## config.mk

```make
export PLATFORM = sky130hd
export DESIGN_NAME = ioctl_dl_sender
export DESIGN_NICKNAME = d
export VERILOG_FILES = /design/src/rtl/ioctl_pkg.sv /design/src/rtl/ioctl_dl_sender.sv
export SDC_FILE = /design/constraint.sdc
export NUM_CORES = 1
export LEC_CHECK = 0
export ABC_AREA = 1
export BUFFER_PORTS_ARGS = -buffer_cell sky130_fd_sc_hd__buf_2
export CORE_MARGIN = 4
export CORE_UTILIZATION = 40
export CTS_CLUSTER_DIAMETER = 200
export DETAILED_ROUTE_END_ITERATION = 16
export GPL_TIMING_DRIVEN = 1
export MAX_ROUTING_LAYER = met4
export SLEW_MARGIN = 10
export SYNTH_ARGS = -nofsm -noshare
export SYNTH_HDL_FRONTEND = slang
export SYNTH_SLANG_ARGS = --single-unit
```

## constraint.sdc

```tcl
create_clock -name clk_sys -period 4.2 [get_ports clk_sys]
set_clock_uncertainty 0.1 [all_clocks]
set_input_delay 0.84 -clock clk_sys [delete_from_list [all_inputs] [get_ports clk_sys]]
set_output_delay 0.84 -clock clk_sys [all_outputs]
set_load 0.02 [all_outputs]
```

## src/rtl/ioctl_pkg.sv

```systemverilog
// Shared definitions for the ioctl download sender and the matching core-side receiver.
package ioctl_pkg;

    localparam int unsigned IOCTL_ADDR_W  = 25;
    localparam int unsigned IOCTL_DATA_W  = 8;
    localparam int unsigned IOCTL_INDEX_W = 8;

    // Width of the shared SETUP/GAP/FINISH down-counter
    localparam int unsigned IOCTL_CNT_W   = 16;

    localparam int unsigned SETUP_CYC_DEF = 4;
    localparam int unsigned GAP_CYC_DEF   = 3;
    localparam int unsigned HOLD_CYC_DEF  = 4;

    typedef enum logic [2:0] {
        ST_IDLE   = 3'd0,
        ST_SETUP  = 3'd1,
        ST_FETCH  = 3'd2,
        ST_WRITE  = 3'd3,
        ST_GAP    = 3'd4,
        ST_FINISH = 3'd5
    } ioctl_state_e;

endpackage

```

## src/rtl/ioctl_dl_sender.sv

```systemverilog
// Streams a byte source into the ioctl download port: download window, paced
// single-cycle write strobes with back-pressure, abort and completion pulse.
module ioctl_dl_sender
    import ioctl_pkg::*;
#(
    parameter int unsigned SETUP_CYC = SETUP_CYC_DEF,
    parameter int unsigned GAP_CYC   = GAP_CYC_DEF,
    parameter int unsigned HOLD_CYC  = HOLD_CYC_DEF
) (
    input  logic                     clk_sys,
    input  logic                     reset,
    input  logic                     start,
    input  logic                     abort,
    input  logic [IOCTL_INDEX_W-1:0] index_in,
    input  logic [IOCTL_ADDR_W-1:0]  length,
    input  logic                     s_valid,
    input  logic [IOCTL_DATA_W-1:0]  s_data,
    output logic                     s_ready,
    output logic                     ioctl_download,
    output logic                     ioctl_wr,
    output logic [IOCTL_ADDR_W-1:0]  ioctl_addr,
    output logic [IOCTL_DATA_W-1:0]  ioctl_dout,
    output logic [IOCTL_INDEX_W-1:0] ioctl_index,
    input  logic                     ioctl_wait,
    output logic                     busy,
    output logic                     done
);

    ioctl_state_e             r_state, w_state_nxt;
    logic [IOCTL_CNT_W-1:0]   r_cnt, w_cnt_nxt;
    logic [IOCTL_ADDR_W-1:0]  r_remain, w_remain_nxt;
    logic [IOCTL_ADDR_W-1:0]  r_addr, w_addr_nxt;
    logic [IOCTL_DATA_W-1:0]  r_dout, w_dout_nxt;
    logic [IOCTL_INDEX_W-1:0] r_index, w_index_nxt;
    logic                     r_wr, w_wr_nxt;
    logic                     r_done, w_done_nxt;
    logic                     r_active;
    logic                     r_s_ready;
    logic                     w_cnt_last;

    // Counter has reached its final cycle (also covers a zero-length phase)
    assign w_cnt_last = (r_cnt <= IOCTL_CNT_W'(1));

    // State register
    always_ff @(posedge clk_sys or posedge reset) begin
        if (reset) r_state <= ST_IDLE;
        else       r_state <= w_state_nxt;
    end

    // Next-state and next-register values; abort overrides everything
    always_comb begin
        w_state_nxt  = r_state;
        w_cnt_nxt    = r_cnt;
        w_remain_nxt = r_remain;
        w_addr_nxt   = r_addr;
        w_dout_nxt   = r_dout;
        w_index_nxt  = r_index;
        w_wr_nxt     = 1'b0;
        w_done_nxt   = 1'b0;
        if (abort) begin
            w_state_nxt = ST_IDLE;
        end else begin
            case (r_state)
                ST_IDLE: begin
                    if (start) begin
                        w_state_nxt  = ST_SETUP;
                        w_index_nxt  = index_in;
                        w_remain_nxt = length;
                        w_addr_nxt   = '0;
                        w_cnt_nxt    = IOCTL_CNT_W'(SETUP_CYC);
                    end
                end
                ST_SETUP: begin
                    if (w_cnt_last) begin
                        if (r_remain != '0) begin
                            w_state_nxt = ST_FETCH;
                        end else begin
                            w_state_nxt = ST_FINISH;
                            w_cnt_nxt   = IOCTL_CNT_W'(HOLD_CYC);
                        end
                    end else begin
                        w_cnt_nxt = r_cnt - IOCTL_CNT_W'(1);
                    end
                end
                ST_FETCH: begin
                    if (s_valid) begin
                        w_dout_nxt  = s_data;
                        w_state_nxt = ST_WRITE;
                    end
                end
                ST_WRITE: begin
                    if (!ioctl_wait) begin
                        w_wr_nxt     = 1'b1;
                        w_state_nxt  = ST_GAP;
                        w_cnt_nxt    = IOCTL_CNT_W'(GAP_CYC);
                        w_remain_nxt = r_remain - IOCTL_ADDR_W'(1);
                    end
                end
                ST_GAP: begin
                    // Address moves only when another byte follows, so it never
                    // runs past the last written location
                    if (!ioctl_wait) begin
                        if (w_cnt_last) begin
                            if (r_remain != '0) begin
                                w_state_nxt = ST_FETCH;
                                w_addr_nxt  = r_addr + IOCTL_ADDR_W'(1);
                            end else begin
                                w_state_nxt = ST_FINISH;
                                w_cnt_nxt   = IOCTL_CNT_W'(HOLD_CYC);
                            end
                        end else begin
                            w_cnt_nxt = r_cnt - IOCTL_CNT_W'(1);
                        end
                    end
                end
                ST_FINISH: begin
                    if (w_cnt_last) begin
                        w_state_nxt = ST_IDLE;
                        w_done_nxt  = 1'b1;
                    end else begin
                        w_cnt_nxt = r_cnt - IOCTL_CNT_W'(1);
                    end
                end
                default: begin
                    w_state_nxt = ST_IDLE;
                end
            endcase
        end
    end

    // Datapath and registered outputs
    always_ff @(posedge clk_sys or posedge reset) begin
        if (reset) begin
            r_cnt     <= '0;
            r_remain  <= '0;
            r_addr    <= '0;
            r_dout    <= '0;
            r_index   <= '0;
            r_wr      <= 1'b0;
            r_done    <= 1'b0;
            r_active  <= 1'b0;
            r_s_ready <= 1'b0;
        end else begin
            r_cnt     <= w_cnt_nxt;
            r_remain  <= w_remain_nxt;
            r_addr    <= w_addr_nxt;
            r_dout    <= w_dout_nxt;
            r_index   <= w_index_nxt;
            r_wr      <= w_wr_nxt;
            r_done    <= w_done_nxt;
            r_active  <= (w_state_nxt != ST_IDLE);
            r_s_ready <= (w_state_nxt == ST_FETCH);
        end
    end

    assign s_ready        = r_s_ready;
    assign ioctl_download = r_active;
    assign busy           = r_active;
    assign ioctl_wr       = r_wr;
    assign ioctl_addr     = r_addr;
    assign ioctl_dout     = r_dout;
    assign ioctl_index    = r_index;
    assign done           = r_done;

endmodule
```

==> results of run 1 <==
## Yosys cell counts, types with 3 or more instances
cell type	count
clkbuf_1	7
o21ai_2	21
nand2_1	239
inv_1	89
nor2_4	4
dfrtp_1	89
nor2_2	14
nand3_1	68
buf_6	4
xor2_1	23
nand4_1	14
nor2_1	114
buf_4	3
o21ai_1	9
o22ai_1	8
nand2_2	19
buf_2	9
nor3_1	20
ha_1	4
nand2_4	6
o21ai_0	48
mux2_2	8
a21oi_1	11
## where the power goes
part	internal [mW]	switching, mW	total, mW
Clock	0.516	0.350	0.866
Combinational	0.750	1.62	2.37
Sequential	1.11	0.245	1.35
Total	2.37	2.21	4.58
## cell type report
type | count | area, um2 | area share
Timing Repair Buffer | 97 | 498 | 0.0725
Clock inverter | 6 | 83.8 | 0.0122
Sequential cell | 89 | 2230 | 0.324
Clock buffer | 9 | 225 | 0.0328
Inverter | 94 | 360 | 0.0525
Multi-Input combinational cell | 647 | 3240 | 0.472
Tap cell | 184 | 230 | 0.0335
## flip-flops by register name (all words and copies together) (netlist names)
signal       flops
r_state          3
done             1
ioctl_addr      25
busy             1
ioctl_index      8
ioctl_wr         1
s_ready          1
ioctl_dout       8
r_cnt           16
r_remain        25
## worst max-delay path: stages (launching register included)
cell,delay (ps)
dfrtp_1,420
nor3_2,710
o21ai_1,140
nor2_2,440
inv_1,350
a21oi_1,210
o22ai_1,80
## cells by family after synthesis
kind of cell | synth area share
AND/OR/NAND/NOR | 0.373
buffers and inverters | 0.0894
AO/OA/AOI/OAI | 0.107
flip-flops | 0.371
XOR/XNOR | 0.0365
multiplexers | 0.0150
adder cells (fa/ha/maj) | 0.00834
## worst max-delay path by stage
stage,slack [ps],endpoint,cells after the start
6_report,1610,r_remain[4],6
5_1_grt,1370,r_remain[4],6
4_1_cts,1590,r_remain[4],6
3_5_place_dp,1580,r_remain[4],7
3_3_place_gp,1650,r_remain[2],6
2_1_floorplan,950,busy,1
## per-layer routing
metal / GRT usage / up-vias / wire length (um) / share of wire
met4: 0.0466 / 0 / 193 / 0.013
met5: - / - / 0 / 0
li1: - / 2890 / - / -
met2: 0.282 / 109 / 6800 / 0.46
met3: 0.0402 / 16 / 705 / 0.048
met1: 0.250 / 2538 / 7090 / 0.48
## through the flow
| step | std cells | worst slack [ps] |
|---|---|---|
| after global routing | 1126 | 1370 |
| after global placement | 1111 | 1650 |
| after CTS | 1126 | 1590 |
| final | 1126 | 1610 |
| after floorplan | 855 | 953 |
| after detailed placement | 1111 | 1580 |
==> reports/metrics.csv, run 1 <==
metric;value;unit
status;finished, final reports clean;
Placeable Area;14600;um2
Sink Count;89;
Top-Level Pins;93;
syn avg cell area;7.02;um2
clock latency on the worst-skew pair;350;ps
share of cells above drive strength 1;0.208;
TritonCTS clock tree;done;
final instance area;6870;um2
Fin. Hold Viols;0;
Clock Tree Root;clkbuf_16;
Hold WS;369;ps
Synth area leader;dfrtp_1;
Crit path required time;4320;ps
placed inst area;6560;um2
fin crit share;0.618;
Tmin final;2590;ps
Setup violations, final;0;
worst vdd ir;0.000273;V
CTS resizes;0;
most common cell after layout, fill and taps aside;nand2_1;
Core Rows;44;
Slew HR;0.388;
I/O Buffers;92;
worst reg2reg path endpoint;r_remain[4];
worst setup path class;register to register;
Tightest Pin Transition;916;ps
startpoint types;register;
Seq/Total Area, Yosys;0.371;
cts hold-fix bufs;0;
Crit. Startpoint;r_state[1];
initial antenna violation count;0;
synth top area cells;dfrtp_1 37%, nand2_1 15%, nor2_1 7.1%;
all-layer global routing usage;0.184;
Max Cap Viol;0;
drt pass-1 iters;5;
Synth Cell Area;6000;um2
residual DRC count;0;
Post-DRT Antenna Nets;0;
prevailing post-synth register cell;dfrtp_1;
Bufs on Longest Clock Path;2;
filler instances;1502;
HP Class;register to register;
die area;17000;um2
vias in the first global route;5100;
Fin Setup TNS;0;ps
Max Clk Rate;385;MHz
end of the worst hold path;ioctl_index[3];
Num CTS Buffers;9;
gr ovfl total;0;
Initial Utilization;0.411;
routed len/inst;13.1;um
vias per cell;4.93;
H-tree Lvls;3;
r2r startpoint;r_state[1];
Die X;130;um
hold depth;2;
NumNets Final;989;
Arrival @ worst endpoint;2710;ps
Post-synth EDFFs;0;
Crit. End Element;register;
drt initial violations;353;
Gate Count Post-Synth;855;
unrepaired setup endpoints after global routing;no;
Placer Congestion;0.861;
clock slew at reported path FFs;60;ps
synth unique cells;40;
Post-Route WL;14800;um
Synth Register Bits;89;
beginning of the worst hold path;ioctl_index[3];
via count;5553;
worst-path fanout max;14;
ys async rst share;1.00;
Inserted Diodes;0;
cells on worst reg2reg path;6;
synth warn;0;
Power Density;668;nW/um2
worst reg-to-reg setup slack;1610;ps
Final Max Slew Viols;0;
Static Leak;3.48;nW
top cell type's share of synthesized area;0.371;
HPWL after DPL;11100;um
largest net degree at the start of global routing;41;
Layout area overhead;14.4;%
final total power;4.58;mW
final core utilization;0.471;
post-CTS setup buffers;0;
Net Count, Synth;906;
Die Ht;130;um
most frequent cells in the layout;239 x nand2_1, 113 x nor2_1, 92 x buf_2, 89 x dfrtp_1, 88 x inv_1;
first-pass GRT wire length;24700;um
Note: power is estimated with default switching activity, not from simulation.
==> run 2, diff against run 1 <==
==> constraint.sdc (replaced) <==
create_clock -name clk_sys -period 2.6 [get_ports clk_sys]
set_clock_uncertainty 0.1 [all_clocks]
set_input_delay 0.52 -clock clk_sys [delete_from_list [all_inputs] [get_ports clk_sys]]
set_output_delay 0.52 -clock clk_sys [all_outputs]
set_load 0.02 [all_outputs]
==> run 2 against run 1 <==
Against the previous run:
- core utilization grew 0.25 points
- sequential power up 61%
- combinational power is 63% higher
- die area is the same
- clock power is 49% higher
- count of clock-buffer cells in the layout grew 1
- routed wire length increased by 1.6%
- via count rose by 0.67%
- critical endpoint is now ioctl_addr[17]
- highest routed layer unchanged
==> reports/metrics.csv, run 2 (same netlist as run 1, synthesis figures left out) <==
metric;value;unit;change
r2r startpoint;r_cnt[0];;
all-layer global routing usage;0.189;;+0.00439
final instance area;6900;um2;+0.53%
Worst Path Buf+Inv;2;;+1
final total power;7.34;mW;+60%
vias per cell;4.94;;+0.22%
Setup violations, final;0;;unchanged
share of cells above drive strength 1;0.212;;+0.00418
TritonCTS clock tree;done;;
drt pass-1 iters;5;;unchanged
crit-path leading delay family;simple AND/OR/NAND/NOR gates;;
Arrival @ worst endpoint;2360;ps;-350 ps
Bufs on Longest Clock Path;2;;unchanged
HP Class;primary input to async pin;;
Fin. Hold Viols;0;;unchanged
CTS resizes;0;;unchanged
placed inst area;6610;um2;+0.86%
cells on worst reg2reg path;10;;+4
final worst slack;361;ps;-1240 ps
worst reg-to-reg setup slack;360;ps;-1240 ps
Fin Setup TNS;0;ps;unchanged
NumNets Final;993;;+0.40%
CP max stage cell;dfrtp_1;;
unrepaired setup endpoints after global routing;no;;
Crit. End Element;register;;
clock latency on the worst-skew pair;350;ps;about the same
dpl ws;338;ps;-1240 ps
Final Max Slew Viols;0;;unchanged
first-pass GRT wire length;25400;um;+2.9%
largest net degree at the start of global routing;39;;-4.9%
residual DRC count;0;;unchanged
Num CTS Buffers;9;;unchanged
status;finished, final reports clean;;
Initial Utilization;0.411;;unchanged
via count;5590;;+0.67%
Top-Level Pins;93;;unchanged
Static Leak;3.49;nW;+0.18%
worst reg2reg path endpoint;ioctl_addr[17];;
most common cell after layout, fill and taps aside;nand2_1;;
Placeable Area;14600;um2;unchanged
Inserted Diodes;0;;unchanged
Die Ht;130;um;unchanged
worst setup path class;register to register;;
post-CTS setup buffers;0;;unchanged
CP max stage delay;370;ps;-340 ps
cts hold-fix bufs;0;;unchanged
gr ovfl total;0;;unchanged
worst setup path endpoint;ioctl_addr[17];;
fin crit share;0.861;;+0.243
die area;17000;um2;unchanged
clock slew at reported path FFs;70;ps;about the same
Power Density;1060;nW/um2;+59%
cell depth of the worst setup path;10;;+4
routed len/inst;13.3;um;+1.1%
Post-Route WL;15000;um;+1.6%
HPWL after DPL;11100;um;-0.23%
Layout area overhead;15.0;%;
worst-path fanout max;29;;+15
worst vdd ir;0.000408;V;+50%
Core Rows;44;;unchanged
Tightest Pin Transition;948;ps;+31.9 ps
Crit. Startpoint;r_cnt[0];;
Sink Count;89;;unchanged
Max Cap Viol;0;;unchanged
most frequent cells in the layout;239 x nand2_1, 113 x nor2_1, 92 x buf_2, 89 x dfrtp_1, 88 x inv_1;;
H-tree Lvls;3;;unchanged
startpoint types;register;;
I/O Buffers;92;;unchanged
Crit path required time;2720;ps;-1600 ps
Clock Tree Root;clkbuf_16;;
drt initial violations;435;;+23%
Placer Congestion;0.870;;+1.0%
Slew HR;0.367;;-0.0213
initial antenna violation count;0;;unchanged
Die X;130;um;unchanged
crit-path cells;inv_1 > ha_1 > nand2_2 > nor2_4 > nand2_2 > nand2_4 > o21ai_4 > clkinv_2 > nand2_4 > o21ai_0;;
vias in the first global route;5305;;+4.0%
Max Clk Rate;447;MHz;+16%
Tmin final;2240;ps;-355 ps
Post-DRT Antenna Nets;0;;unchanged
filler instances;1514;;+0.80%
==> run 2: cell count changes in the layout (fill, tap and decap cells not counted) <==
cell	before	now
buf_12	0	2
clkinv_2	5	2
clkbuf_8	0	1
bufinv_16	2	0
buf_4	5	7
clkinv_4	1	2
inv_6	0	2
clkinvlp_4	0	3
inv_4	2	1
==> run 2: how the worst min path moves through the flow <==
stage	from	endpoint	slack, ps	cells past startpoint
5_1_grt	reset	ioctl_index[7]	200	2
3_3_place_gp	ioctl_index[0]	ioctl_index[0]	350	2
3_5_place_dp	ioctl_index[6]	ioctl_index[6]	350	2
6_report	reset	ioctl_addr[18]	160	2
2_1_floorplan	r_remain[23]	r_remain[23]	390	2
4_1_cts	reset	ioctl_addr[18]	180	2
==> run 2: worst reg2reg max path, cell delays in order, from the launching register on <==
cell,delay (ps)
dfrtp_1,370
inv_1,110
ha_1,290
nand2_2,150
nor2_4,60
nand2_2,80
nand2_4,80
o21ai_4,180
clkinv_2,200
nand2_4,350
o21ai_0,160
==> run 2: cell type report <==
class | instances | area (um2) | area share
clock buffer | 10 | 239 | 0.0346
sequential | 89 | 2230 | 0.323
multi-input combinational | 647 | 3240 | 0.470
inverter | 94 | 362 | 0.0524
timing repair buffer | 101 | 553 | 0.0801
tap | 184 | 230 | 0.0334
clock inverter | 6 | 50.0 | 0.00725
==> run 2: through the flow <==
stage / utilization / cells / hold WS (ps)
floorplan: - / 855 / 386
global placement: 0.453 / 1115 / 351
detailed placement: 0.453 / 1115 / 354
CTS: 0.473 / 1131 / 184
global route: 0.473 / 1131 / 205
finish: 0.473 / 1131 / 163
==> run 2: per-layer routing <==
layer | up-vias | routed length, um | GRT usage | part of all wire
li1 | 2905 | - | - | -
met4 | 0 | 176 | 0.0393 | 0.012
met3 | 15 | 611 | 0.0382 | 0.041
met1 | 2557 | 7130 | 0.250 | 0.47
met2 | 113 | 7100 | 0.302 | 0.47
met5 | - | 0 | - | 0
==> run 2: power by group <==
group	switching, mW	internal (mW)	leakage [nW]	total [mW]
combinational	2.62	1.25	2.18	3.87
sequential	0.396	1.79	1.17	2.18
clock	0.605	0.685	0.136	1.29
total	3.62	3.72	3.49	7.34
==> run 3, diff against run 2 <==
--- a/config.mk
+++ b/config.mk
@@ -13,6 +13,7 @@
 export DETAILED_ROUTE_END_ITERATION = 16
 export GPL_TIMING_DRIVEN = 1
 export MAX_ROUTING_LAYER = met4
+export PLACE_DENSITY = 0.7
 export SLEW_MARGIN = 10
 export SYNTH_ARGS = -nofsm -noshare
 export SYNTH_HDL_FRONTEND = slang
==> run 3 against run 2 <==
Against the previous run:
- register-to-register slack got worse by 50 ps
- clock power about the same
- global-route usage about the same
- count of clock-buffer cells in the layout decreased by 1
- routed wire length decreased by 0.51%
- setup slack got worse by 47 ps
- non-clock buffer count unchanged
- cell area about the same
- via count increased by 1.8%
- flip-flop and latch count unchanged
- sequential share of layout area about the same
- critical path depth unchanged
- critical endpoint is now ioctl_addr[18]
- highest routed layer unchanged
==> reports/metrics.csv, run 3 (same netlist as run 1, synthesis figures left out) <==
metric;value;unit;change
cts hold-fix bufs;0;;unchanged
Tightest Pin Transition;885;ps;-63.5 ps
die area;17000;um2;unchanged
Max Cap Viol;0;;unchanged
Slew HR;0.410;;+0.0424
Power Density;1080;nW/um2;+1.2%
most frequent cells in the layout;239 x nand2_1, 113 x nor2_1, 92 x buf_2, 89 x dfrtp_1, 88 x inv_1;;
I/O Buffers;92;;unchanged
vias per cell;5.03;;+1.8%
Num CTS Buffers;9;;unchanged
Fin. Hold Viols;0;;unchanged
Die X;130;um;unchanged
Placeable Area;14600;um2;unchanged
H-tree Lvls;3;;unchanged
drt pass-1 iters;5;;unchanged
startpoint types;register;;
clock slew at reported path FFs;70;ps;about the same
vias in the first global route;5446;;+2.7%
Arrival @ worst endpoint;2400;ps;+40 ps
met2 GRT Util;0.279;;-0.0234
Die Ht;130;um;unchanged
Final Max Slew Viols;0;;unchanged
filler instances;1484;;-2.0%
routed len/inst;13.2;um;-0.51%
TritonCTS clock tree;done;;
CTS resizes;0;;unchanged
HPWL after DPL;11200;um;+0.59%
met3 global-route usage;0.0337;;-0.00447
Bufs on Longest Clock Path;2;;unchanged
clock latency on the worst-skew pair;350;ps;about the same
worst-path fanout max;29;;unchanged
fin crit share;0.879;;+0.0181
Static Leak;3.50;nW;+0.39%
met1 Track Usage GR;0.263;;+0.0129
Core Rows;44;;unchanged
Inserted Diodes;0;;unchanged
NumNets Final;993;;unchanged
drt initial violations;415;;-4.6%
Reg power frac;0.295;;-0.002
P_int;3.79;mW;+1.9%
first-pass GRT wire length;25600;um;+0.70%
Max Clk Rate;437;MHz;-2.1%
HP Class;primary input to async pin;;
Post-Route WL;14900;um;-0.51%
Combinational Power Share;0.528;;about the same
initial antenna violation count;0;;unchanged
Sink Count;89;;unchanged
Post-DRT Antenna Nets;0;;unchanged
Initial Utilization;0.411;;unchanged
Top-Level Pins;93;;unchanged
sw power;3.65;mW;+0.61%
post-CTS setup buffers;0;;unchanged
worst vdd ir;0.000689;V;+69%
status;finished, final reports clean;;
most common cell after layout, fill and taps aside;nand2_1;;
via count;5689;;+1.8%
Hold WS;147;ps;-16.0 ps
residual DRC count;0;;unchanged
all-layer global routing usage;0.188;;-0.000357
worst setup path class;register to register;;
power share of the clock group;0.177;;about the same
Layout area overhead;15.1;%;about the same
Sw Ratio;0.490;;-0.00313
largest net degree at the start of global routing;44;;+13%
Tmin final;2290;ps;+47.1 ps
Clock Tree Root;clkbuf_16;;
Fin Setup TNS;0;ps;unchanged
Setup violations, final;0;;unchanged
Top Usage Layer GRT;met2;;
share of cells above drive strength 1;0.212;;unchanged
unrepaired setup endpoints after global routing;no;;
Crit path required time;2720;ps;about the same
Crit. End Element;register;;
gr ovfl total;0;;unchanged
Placer Congestion;0.954;;+9.7%
==> run 3: power by group through the flow <==
stage	Combinational, mW	Sequential [mW]	Clock [mW]
after global placement	3.84	2.21	0
after floorplan	3.16	2.22	0
final	3.93	2.19	1.32
after detailed placement	3.91	2.21	0
after CTS	3.92	2.19	1.35
after global routing	4.46	2.25	1.40
==> run 3: worst paths after layout <==
kind	from	to	slack, ps	cells past startpoint
setup reg to reg	r_cnt[0]	ioctl_addr[18]	310	10
setup / recovery	r_cnt[0]	ioctl_addr[18]	310	10
min in group clk_sys	s_data[4]	ioctl_dout[4]	300	2
max in group asynchronous	reset	busy	1640	3
hold reg to reg	ioctl_index[6]	ioctl_index[6]	380	2
hold / removal	reset	r_remain[21]	150	2
==> run 3: area by class of cell <==
type	count	area (um2)	area share
Sequential cell	89	2230	0.323
Inverter	94	362	0.0524
Timing Repair Buffer	101	553	0.0801
Clock inverter	7	67.6	0.00978
Clock buffer	9	225	0.0326
Multi-Input combinational cell	647	3240	0.469
Tap cell	184	230	0.0333
==> run 3: critical path, cell delays in order (launching register included) <==
cell      delay [ps]
dfrtp_1          380
inv_1            110
ha_1             290
nand2_2          150
nor2_4            60
nand2_2           90
nand2_4           80
o21ai_4          180
clkinv_2         210
nand2_4          350
o21ai_0          150
==> run 3: per-stage QoR <==
step	setup WS [ps]	cells	area [um2]	total power, mW	utilization
floorplan	674	855	6010	5.39	-
global placement	446	1115	6610	6.05	0.453
detailed placement	343	1115	6610	6.11	0.453
CTS	314	1131	6910	7.47	0.473
global route	134	1131	6910	8.11	0.473
finish	314	1131	6910	7.44	0.473
==> run 3: routing by layer <==
| layer | wire, um | vias to the layer above | share of wire |
|---|---|---|---|
| met2 | 6530 | 171 | 0.44 |
| met5 | 0 | - | 0 |
| li1 | - | 2903 | - |
| met3 | 935 | 14 | 0.063 |
| met4 | 193 | 0 | 0.013 |
| met1 | 7280 | 2601 | 0.49 |
